**src/rtl/prefix_pkg.sv**
```systemverilog
// prefix_pkg: shared constants and elaboration-time helpers for the
// pipelined AND-OR prefix network.
//   SPEED_BK / SPEED_SKLANSKY : structure selection.
//   depth()    : number of prefix levels for a width/structure.
//   boundary() : level count after which pipeline register j sits.
//   stage_at() : inverse of boundary(); 0 when no register sits there.
//   partner()  : lane combined into 'lane' at a given level, -1 = pass.
package prefix_pkg;

    localparam int SPEED_BK       = 1;
    localparam int SPEED_SKLANSKY = 2;

    function automatic int depth(input int width, input int speed);
        return (speed == SPEED_BK) ? 2 * $clog2(width) - 1 : $clog2(width);
    endfunction

    function automatic int boundary(input int j, input int d, input int stages);
        return (stages == 0) ? 0 : (j * d) / stages;
    endfunction

    function automatic int stage_at(input int c, input int d, input int stages);
        for (int j = 1; j <= stages; j++)
            if (boundary(j, d, stages) == c) return j;
        return 0;
    endfunction

    // Sklansky: at level l every lane with bit l set takes the top lane of
    // the lower half of its 2^(l+1) block.
    // Brent-Kung: up-sweep levels build power-of-two spans ending at
    // lanes 2^(l+1)-1 mod 2^(l+1); down-sweep levels (l descending) fill
    // the midpoints. Lanes past the width simply never appear.
    function automatic int partner(input int lane, input int level,
                                   input int width, input int speed);
        int lg, l;
        lg = $clog2(width);
        if (speed == SPEED_BK) begin
            if (level < lg) begin
                l = level;
                if (((lane + 1) % (1 << (l + 1))) == 0)
                    return lane - (1 << l);
            end else begin
                l = 2 * lg - 2 - level;
                if ((((lane + 1) % (1 << (l + 1))) == (1 << l)) &&
                    (lane >= (1 << (l + 1))))
                    return lane - (1 << l);
            end
        end else if (((lane >> level) & 1) == 1) begin
            return ((lane >> (level + 1)) << (level + 1)) + (1 << level) - 1;
        end
        return -1;
    endfunction

endpackage

```
**src/rtl/prefix_and_or_level.sv**
```systemverilog
// prefix_and_or_level: one purely combinational prefix level.
//   g_i/p_i : generate/propagate entering the level (WIDTH)
//   g_o/p_o : generate/propagate leaving the level (WIDTH)
// Lanes without a partner at this level pass straight through.
module prefix_and_or_level
    import prefix_pkg::*;
#(
    parameter int WIDTH = 32,
    parameter int SPEED = SPEED_SKLANSKY,
    parameter int LEVEL = 0
) (
    input  logic [WIDTH-1:0] g_i,
    input  logic [WIDTH-1:0] p_i,
    output logic [WIDTH-1:0] g_o,
    output logic [WIDTH-1:0] p_o
);

    for (genvar i = 0; i < WIDTH; i++) begin : g_lane
        localparam int J = partner(i, LEVEL, WIDTH, SPEED);
        if (J >= 0) begin : g_node
            assign g_o[i] = g_i[i] | (p_i[i] & g_i[J]);
            assign p_o[i] = p_i[i] & p_i[J];
        end else begin : g_pass
            assign g_o[i] = g_i[i];
            assign p_o[i] = p_i[i];
        end
    end

endmodule

```
**src/rtl/prefix_and_or_pipe.sv**
```systemverilog
// prefix_and_or_pipe: pipelined, handshaked AND-OR prefix network with a
// group carry chained across beats of a multi-beat word.
//   clk_i, rst_ni            : clock, async active-low reset
//   clear_i                  : sync flush of pipeline and carry chain
//   in_valid_i/in_ready_o    : input handshake
//   in_first_i               : beat starts a new chained word
//   gi_i, pi_i               : generate / propagate in (WIDTH)
//   out_valid_o/out_ready_i  : output handshake
//   go_o, po_o               : chained generate / propagate out (WIDTH)
module prefix_and_or_pipe
    import prefix_pkg::*;
#(
    parameter int WIDTH  = 32,
    parameter int SPEED  = SPEED_SKLANSKY,
    parameter int STAGES = 1
) (
    input  logic             clk_i,
    input  logic             rst_ni,
    input  logic             clear_i,
    input  logic             in_valid_i,
    output logic             in_ready_o,
    input  logic             in_first_i,
    input  logic [WIDTH-1:0] gi_i,
    input  logic [WIDTH-1:0] pi_i,
    output logic             out_valid_o,
    input  logic             out_ready_i,
    output logic [WIDTH-1:0] go_o,
    output logic [WIDTH-1:0] po_o
);

    localparam int D  = depth(WIDTH, SPEED);
    localparam int NS = (STAGES > 0) ? STAGES : 1;

    // seen_* [c]: value after c levels as consumed by level c+1 (register
    // output where a stage sits at that boundary, otherwise combinational).
    logic [D-1:0][WIDTH-1:0]  seen_g, seen_p;
    logic [D:1][WIDTH-1:0]    lvl_g, lvl_p;
    logic [NS:1][WIDTH-1:0]   st_g_q, st_p_q, nxt_g, nxt_p;
    logic [NS:1]              vld_pipe, first_pipe, nxt_vld, nxt_first;
    logic [NS+1:1]            acc;
    logic [WIDTH-1:0]         res_g, res_p;
    logic                     res_vld, res_first;
    logic                     cin, pin, fire;
    logic                     chain_g_q, chain_p_q;

    assign seen_g[0] = gi_i;
    assign seen_p[0] = pi_i;

    for (genvar l = 1; l <= D; l++) begin : g_level
        prefix_and_or_level #(
            .WIDTH(WIDTH), .SPEED(SPEED), .LEVEL(l - 1)
        ) u_level (
            .g_i(seen_g[l-1]), .p_i(seen_p[l-1]),
            .g_o(lvl_g[l]),    .p_o(lvl_p[l])
        );
        if (l < D) begin : g_tap
            localparam int S = stage_at(l, D, STAGES);
            if (S != 0) begin : g_reg
                assign seen_g[l] = st_g_q[S];
                assign seen_p[l] = st_p_q[S];
            end else begin : g_comb
                assign seen_g[l] = lvl_g[l];
                assign seen_p[l] = lvl_p[l];
            end
        end
    end

    if (STAGES > 0) begin : g_pipe
        for (genvar k = 1; k <= STAGES; k++) begin : g_stage
            localparam int B = boundary(k, D, STAGES);
            assign nxt_g[k] = lvl_g[B];
            assign nxt_p[k] = lvl_p[B];
            if (k == 1) begin : g_head
                assign nxt_vld[k]   = in_valid_i;
                assign nxt_first[k] = in_first_i;
            end else begin : g_body
                assign nxt_vld[k]   = vld_pipe[k-1];
                assign nxt_first[k] = first_pipe[k-1];
            end
        end
        assign res_g     = st_g_q[STAGES];
        assign res_p     = st_p_q[STAGES];
        assign res_vld   = vld_pipe[STAGES];
        assign res_first = first_pipe[STAGES];
    end else begin : g_nopipe
        assign nxt_g     = '0;
        assign nxt_p     = '0;
        assign nxt_vld   = '0;
        assign nxt_first = '0;
        assign res_g     = lvl_g[D];
        assign res_p     = lvl_p[D];
        assign res_vld   = in_valid_i;
        assign res_first = in_first_i;
    end

    // A stage accepts when empty or when the stage after it accepts.
    always_comb begin
        acc       = '0;
        acc[NS+1] = out_ready_i;
        for (int k = NS; k >= 1; k--)
            acc[k] = ~vld_pipe[k] | acc[k+1];
    end

    assign in_ready_o = ~clear_i & ((STAGES == 0) ? out_ready_i : acc[1]);

    always_ff @(posedge clk_i or negedge rst_ni) begin
        if (!rst_ni) begin
            vld_pipe   <= '0;
            first_pipe <= '0;
            st_g_q     <= '0;
            st_p_q     <= '0;
        end else if (clear_i) begin
            vld_pipe <= '0;
        end else begin
            for (int k = 1; k <= STAGES; k++) begin
                if (acc[k]) begin
                    vld_pipe[k]   <= nxt_vld[k];
                    first_pipe[k] <= nxt_first[k];
                    st_g_q[k]     <= nxt_g[k];
                    st_p_q[k]     <= nxt_p[k];
                end
            end
        end
    end

    // Chain fixup: fold the previous beat's group carry into this beat.
    assign cin         = res_first ? 1'b0 : chain_g_q;
    assign pin         = res_first ? 1'b1 : chain_p_q;
    assign go_o        = res_g | (res_p & {WIDTH{cin}});
    assign po_o        = res_p & {WIDTH{pin}};
    // A flush cycle never completes an output transfer.
    assign out_valid_o = res_vld & ~clear_i;
    assign fire        = out_valid_o & out_ready_i;

    always_ff @(posedge clk_i or negedge rst_ni) begin
        if (!rst_ni) begin
            chain_g_q <= 1'b0;
            chain_p_q <= 1'b1;
        end else if (clear_i) begin
            chain_g_q <= 1'b0;
            chain_p_q <= 1'b1;
        end else if (fire) begin
            chain_g_q <= go_o[WIDTH-1];
            chain_p_q <= po_o[WIDTH-1];
        end
    end

endmodule
```
**config.mk**
```make
export PLATFORM = sky130hd
export DESIGN_NAME = prefix_and_or_pipe
export DESIGN_NICKNAME = d
export VERILOG_FILES = /design/src/rtl/prefix_pkg.sv /design/src/rtl/prefix_and_or_level.sv /design/src/rtl/prefix_and_or_pipe.sv
export SDC_FILE = /design/constraint.sdc
export NUM_CORES = 1
export LEC_CHECK = 0
export ABC_AREA = 0
export ABC_CLOCK_PERIOD_IN_PS = 1500
export CAP_MARGIN = 25
export CORE_MARGIN = 10
export CORE_UTILIZATION = 40
export DETAILED_ROUTE_END_ITERATION = 16
export PLACE_DENSITY = 0.76
export SYNTH_ARGS = -nofsm -noshare
export SYNTH_HDL_FRONTEND = slang
export SYNTH_SLANG_ARGS = --single-unit
```
**constraint.sdc**
```tcl
create_clock -name clk_i -period 1.5 [get_ports clk_i]
set_input_delay 0.3 -clock clk_i [delete_from_list [all_inputs] [get_ports clk_i]]
set_output_delay 0.3 -clock clk_i [all_outputs]
set_load 0.01 [all_outputs]
```
# Word level (Yosys, flattened, before mapping)
# Index checks and enable logic that the tools add are counted.
# word_totals
input_bits	70
reg_bits	68
# classes
muxes	8
reduce_logical	3
bitwise_logic	249
# ops
operator	count
bitwise AND 1 bit	163
OR 1 bit	81
bitwise AND 32 bit	2
OR 32 bit	1
two-way mux 1 bit	8
nonzero test 2 bit	2
NOT 1 bit	2
AND reduction 2 bit	1

# Depth between registers and ports, before layout
# logic_depth
depth_word	10
mapped_depth	7
depth_no_buf	6

# Hierarchy
# A second synthesis with hierarchy kept.
# hier_totals
cells_unflattened	551
area_unflattened_um2	5582.9
# modules_own_cells
mod	cells_per_inst	n_inst	area_each_um2
prefix_and_or_pipe	226	1	3200.6
prefix_and_or_level at g_level[2].u_level ...	64	2	460.4
prefix_and_or_level at g_level[5].u_level	67	1	498.0
prefix_and_or_level at g_level[4].u_level	66	1	483.0
prefix_and_or_level at g_level[1].u_level	64	1	480.5

# Worst setup path after synthesis
# Ideal clock, no wire load.
# synth_timing
kind	reg2reg
from	register vld_pipe (netlist: res_vld)
to	register st_p_q, in the netlist res_p[30]
setup_time_ns	0.121
path_slack_ns	-0.113
required_time_ns	1.379
t_arrival_ns	1.492
synth_period_minus_slack_ns	1.613
path_stages_with_launch	7
path_cell_list	dfrtp_1 -> nor2b_4 -> or2_2 -> buf_2 -> buf_2 -> buf_2 -> a22o_1
# synth_via
elab_chain_len	3
# synth_rtl
element	line	text
from (decl)	prefix_and_or_pipe.sv:39	logic [NS:1] vld_pipe, first_pipe, nxt_vld, nxt_first;
from (signal, indexed assignment)	prefix_and_or_pipe.sv:117	vld_pipe[k] <= nxt_vld[k];
NOT 1 bit	prefix_and_or_pipe.sv:101	acc[k] = ~vld_pipe[k] | acc[k+1];
OR 1 bit	prefix_and_or_pipe.sv:101	
AND reduction 2 bit (no source line)	--	
to (signal, indexed assignment)	prefix_and_or_pipe.sv:120	st_p_q[k] <= nxt_p[k];
to (decl)	prefix_and_or_pipe.sv:38	logic [NS:1][WIDTH-1:0] st_g_q, st_p_q, nxt_g, nxt_p;
# Every way passes these cells.
# A chain may end at the register's enable or synchronous reset.

# Worst setup path in the final report
# layout_timing
from	register chain_g_q
to	output go_o[20]
# layout_via
elab_chain_len	3
# layout_rtl
element	line	text
from (decl)	prefix_and_or_pipe.sv:44	logic chain_g_q, chain_p_q;
from (signal assigned)	prefix_and_or_pipe.sv:143	chain_g_q <= go_o[WIDTH-1];
two-way mux 1 bit	prefix_and_or_pipe.sv:127	assign cin = res_first ? 1'b0 : chain_g_q;
bitwise AND 32 bit	prefix_and_or_pipe.sv:129	assign go_o = res_g | (res_p & {WIDTH{cin}});
OR 32 bit	prefix_and_or_pipe.sv:129	
to (decl)	prefix_and_or_pipe.sv:27	output logic [WIDTH-1:0] go_o,
# Every way passes these cells.

==> results.py <==
metrics = {
    "status": {
        "status": "finished, violations left",
        "failed_checks": "setup timing",
    },
    "setup_path": {
        "crit_chain": "nor2b_4, buf_6, buf_12, buf_16, a21o_1, buf_6",
        "cp-start-kind": "flop",
        "slowest_stage": "dfrtp_1",
        "cp_max_fo": 5,
        "cp_slowest_stage_delay_ns": 0.38,
        "crit_path_frequent_cell": "buf_6",
        "critPathCaptureType": "primary output",
        "cp.arrival_ns": 1.60,
        "worstPathRequired_ns": 1.20,
        "worstSetupPathType": "reg -> out",
    },
    "sta": {
        "slew_violations": 0,
        "fmax_mhz": 528,
        "period_share_pct": 126,
        "slew_headroom_pct": 75.5,
        "setup_viol_count_final": 106,
        "finalCriticalPeriod_ns": 1.90,
        "hold_violations": 0,
        "setup_ws_ns": -0.395,
        "fin_skew_ns": 0.00671,
        "worstMarginPinSlew_ns": 0.367,
        "rsz0062_at_grt": "true",
    },
    "global_routing": {
        "antenna_found_initial": 0,
        "grt_pass1_vias": 4418,
        "grt_usage_pct": 21.2,
        "grt-ovfl-total": 0,
        "grt_pass1_wl_um": 22600,
        "grt_start_max_net_pins": 69,
    },
    "logic_synthesis": {
        "synth-warning-count": 0,
        "synth_top_area_share_pct": 46.0,
        "yosys.area.top_type": "dfrtp_1",
        "ys_types": 53,
        "synth_xor_area_share_pct": 0,
        "avgSynthCellArea_sq_um": 9.26,
        "synth.area.mux_share_pct": 0.275,
        "synthesis.nets": 463,
        "synthAdderAreaFrac_pct": 0,
        "yosysSeqAreaShare_pct": 46.8,
        "synthCells": 393,
        "synth_top_family_by_area": "compound AO/OA/AOI/OAI gates",
        "synth_seq_cells": 68,
        "yosys.area_share.simple_pct": 23.6,
        "netlist_area_sq_um": 3640,
        "async_flop_share_pct": 100,
        "yosys-top-cells-area": "dfrtp_1 46%, a21o_1 8.7%, nand2_1 7.8%",
        "synth_compound_area_share_pct": 26.3,
        "synth_top_flop_cell": "dfrtp_1",
        "synth-edff-count": 0,
    },
    "pwr": {
        "p_seq_share_pct": 38.0,
        "p_clk_share_pct": 32.8,
        "power_density_nw_per_um2": 778,
        "swShare_pct": 29.1,
        "p_int_w": 0.00382,
        "switching_power_w": 0.00157,
        "comb_power_share_pct": 29.2,
        "peakVddDrop_mv": 0.427,
        "cellLeakagePower_nw": 3.60,
        "finalPower_w": 0.00539,
    },
    "floorplan": {
        "start_util_pct": 41.3,
        "die_height_um": 115,
        "die-area_sq_um": 13300,
        "die_w_um": 115,
        "rows": 34,
        "io_pins": 136,
        "core_area_sq_um": 8810,
    },
    "drt": {
        "vias": 4259,
        "met3_length_um": 1410,
        "wl_met1_um": 5890,
        "wl_met2_um": 8150,
        "firstDrtPassIters": 5,
        "post_drt_wl_per_cell_um": 20.8,
        "postRouteAntennaNets": 0,
        "drt_iter0_drc": 285,
        "vias_per_cell": 5.55,
        "routed_wl_um": 16000,
        "drc_errors": 0,
        "top_layer": "met4",
    },
    "layout": {
        "final_layout_size_suffix_gt1_share_pct": 50.5,
        "n_fill_cell": 542,
        "nets": 725,
        "fin_cells": 768,
        "diodes": 0,
        "utilization_pct": 78.7,
        "syn_to_final_growth_pct": 90.4,
    },
    "placed_design": {
        "gp_congestion": 0.899,
        "port_buffers": 135,
        "post-place-ws_ns": -0.657,
        "hpwl_um": 9540,
        "placed_cells": 702,
    },
    "cts": {
        "cts_buffers": 9,
        "cts.htree.levels": 3,
        "clk_pin_slew_worst_paths_ns": 0.08,
        "clockBufferDepth": 2,
        "cts.sink_count": 68,
        "cts_tree": "done",
        "cts_root_buf": "clkbuf_8",
        "clk_latency_ns": 0.36,
    },
    "hold_path": {
        "hold_path_class": "in -> reg",
    },
    "flow_run": {
        "maxCapViolCount": 0,
    },
}
## state kept, by name (all words and copies together) (netlist names)
signal      cells
res_g          32
res_vld         1
first_pipe      1
chain_g_q       1
chain_p_q       1
res_p          32
## path summary, 6_finish.rpt
path / startpoint / end / slack (ns) / cells past startpoint
hold reg to reg: res_g[2] / res_g[2] / 0.49 / 2
max in group asynchronous: rst_ni / chain_p_q / 0.67 / 3
hold / removal: gi_i[0] / res_g[0] / 0.21 / 3
setup reg to reg: res_vld / res_p[25] / -0.30 / 7
setup / recovery: chain_g_q / go_o[20] / -0.40 / 6
min in group asynchronous: rst_ni / res_g[17] / 0.48 / 3
## metrics by stage
| stage | hold slack (ns) | setup TNS (ns) | cell area [sq um] |
|---|---|---|---|
| floorplan | 0.00441 | -0.564 | 3680 |
| global placement | 0.344 | -49.16 | 5720 |
| detailed placement | 0.351 | -49.48 | 5720 |
| CTS | 0.343 | -17.16 | 6350 |
| global route | 0.229 | -30.27 | 6930 |
| finish | 0.210 | -24.52 | 6930 |
## area by class of cell
class	count	area (sq um)	area share, %
Tap cell	108	135	1.95
Clock buffer	12	155	2.24
Clock inverter	4	72.6	1.05
Timing Repair Buffer	270	2540	36.7
Multi-Input combinational cell	302	2300	33.2
Inverter	4	17.5	0.253
Sequential cell	68	1700	24.6
## synth_stat cells (4+ instances only)
| cell type | count |
|---|---|
| dfrtp_1 | 67 |
| nand3_1 | 6 |
| clkbuf_1 | 8 |
| o21ai_0 | 23 |
| nor2_1 | 22 |
| buf_2 | 10 |
| nand2_1 | 76 |
| nor2b_1 | 35 |
| a22o_1 | 7 |
| o211ai_1 | 4 |
| a32o_1 | 7 |
| a21o_1 | 42 |
| a21oi_1 | 25 |
## worst max-delay path: cells and delay by family, from the launching register on
kind | cells | cell delay, ns
DFF | 1 | 0.38
buffers and inverters | 4 | 0.51
AOI/OAI and AO/OA | 1 | 0.21
and+or+nand+nor | 1 | 0.13
## kinds of logic (layout without fill, tap and decap cells)
logic type             after synthesis  count (layout)
and+or+nand+nor                    165             165
AOI/OAI and AO/OA                  136             136
DFF                                 68              68
buffers and inverters               23             290
muxes                                1               1
## layout by cell type, fill, tap and decap left out, drive strengths merged, types with 14 or more instances in the layout
master and n:
dlymetal6s2s 17, dfrtp 67, dlygate4sd2 14, clkdlybuf4s50 17, o21ai 26, nand2 78, buf 195, nor2 24
a21o 45, a21oi 28, clkbuf 31, nor2b 36
## routing by layer
layer	vias up	global-route usage [%]
met2	209	36.7
met5	-	0
met1	2092	23.7
met3	41	6.88
met4	0	8.11
li1	1917	-
## power groups by stage
stage	Sequential (W)	Combinational, W	Clock, W
2_1_floorplan	0.00205	0.000476	0
3_3_place_gp	0.00207	0.00122	0
3_5_place_dp	0.00207	0.00124	0
4_1_cts	0.00204	0.00134	0.00175
5_1_grt	0.00206	0.00168	0.00185
6_report	0.00205	0.00157	0.00177
## timing repair
| action | 4_1_cts | 5_1_grt |
|---|---|---|
| endpoints found under the hold margin | 67 | 0 |
| setup buffers | 27 | 15 |
| pin swaps | 61 | 67 |
| gates resized for setup | 415 | 129 |
| gates cloned | 4 | 6 |
| hold buffers | 1 | 0 |
| endpoints found under the setup margin | 116 | 116 |
Power figures use the tool's default switching activity.
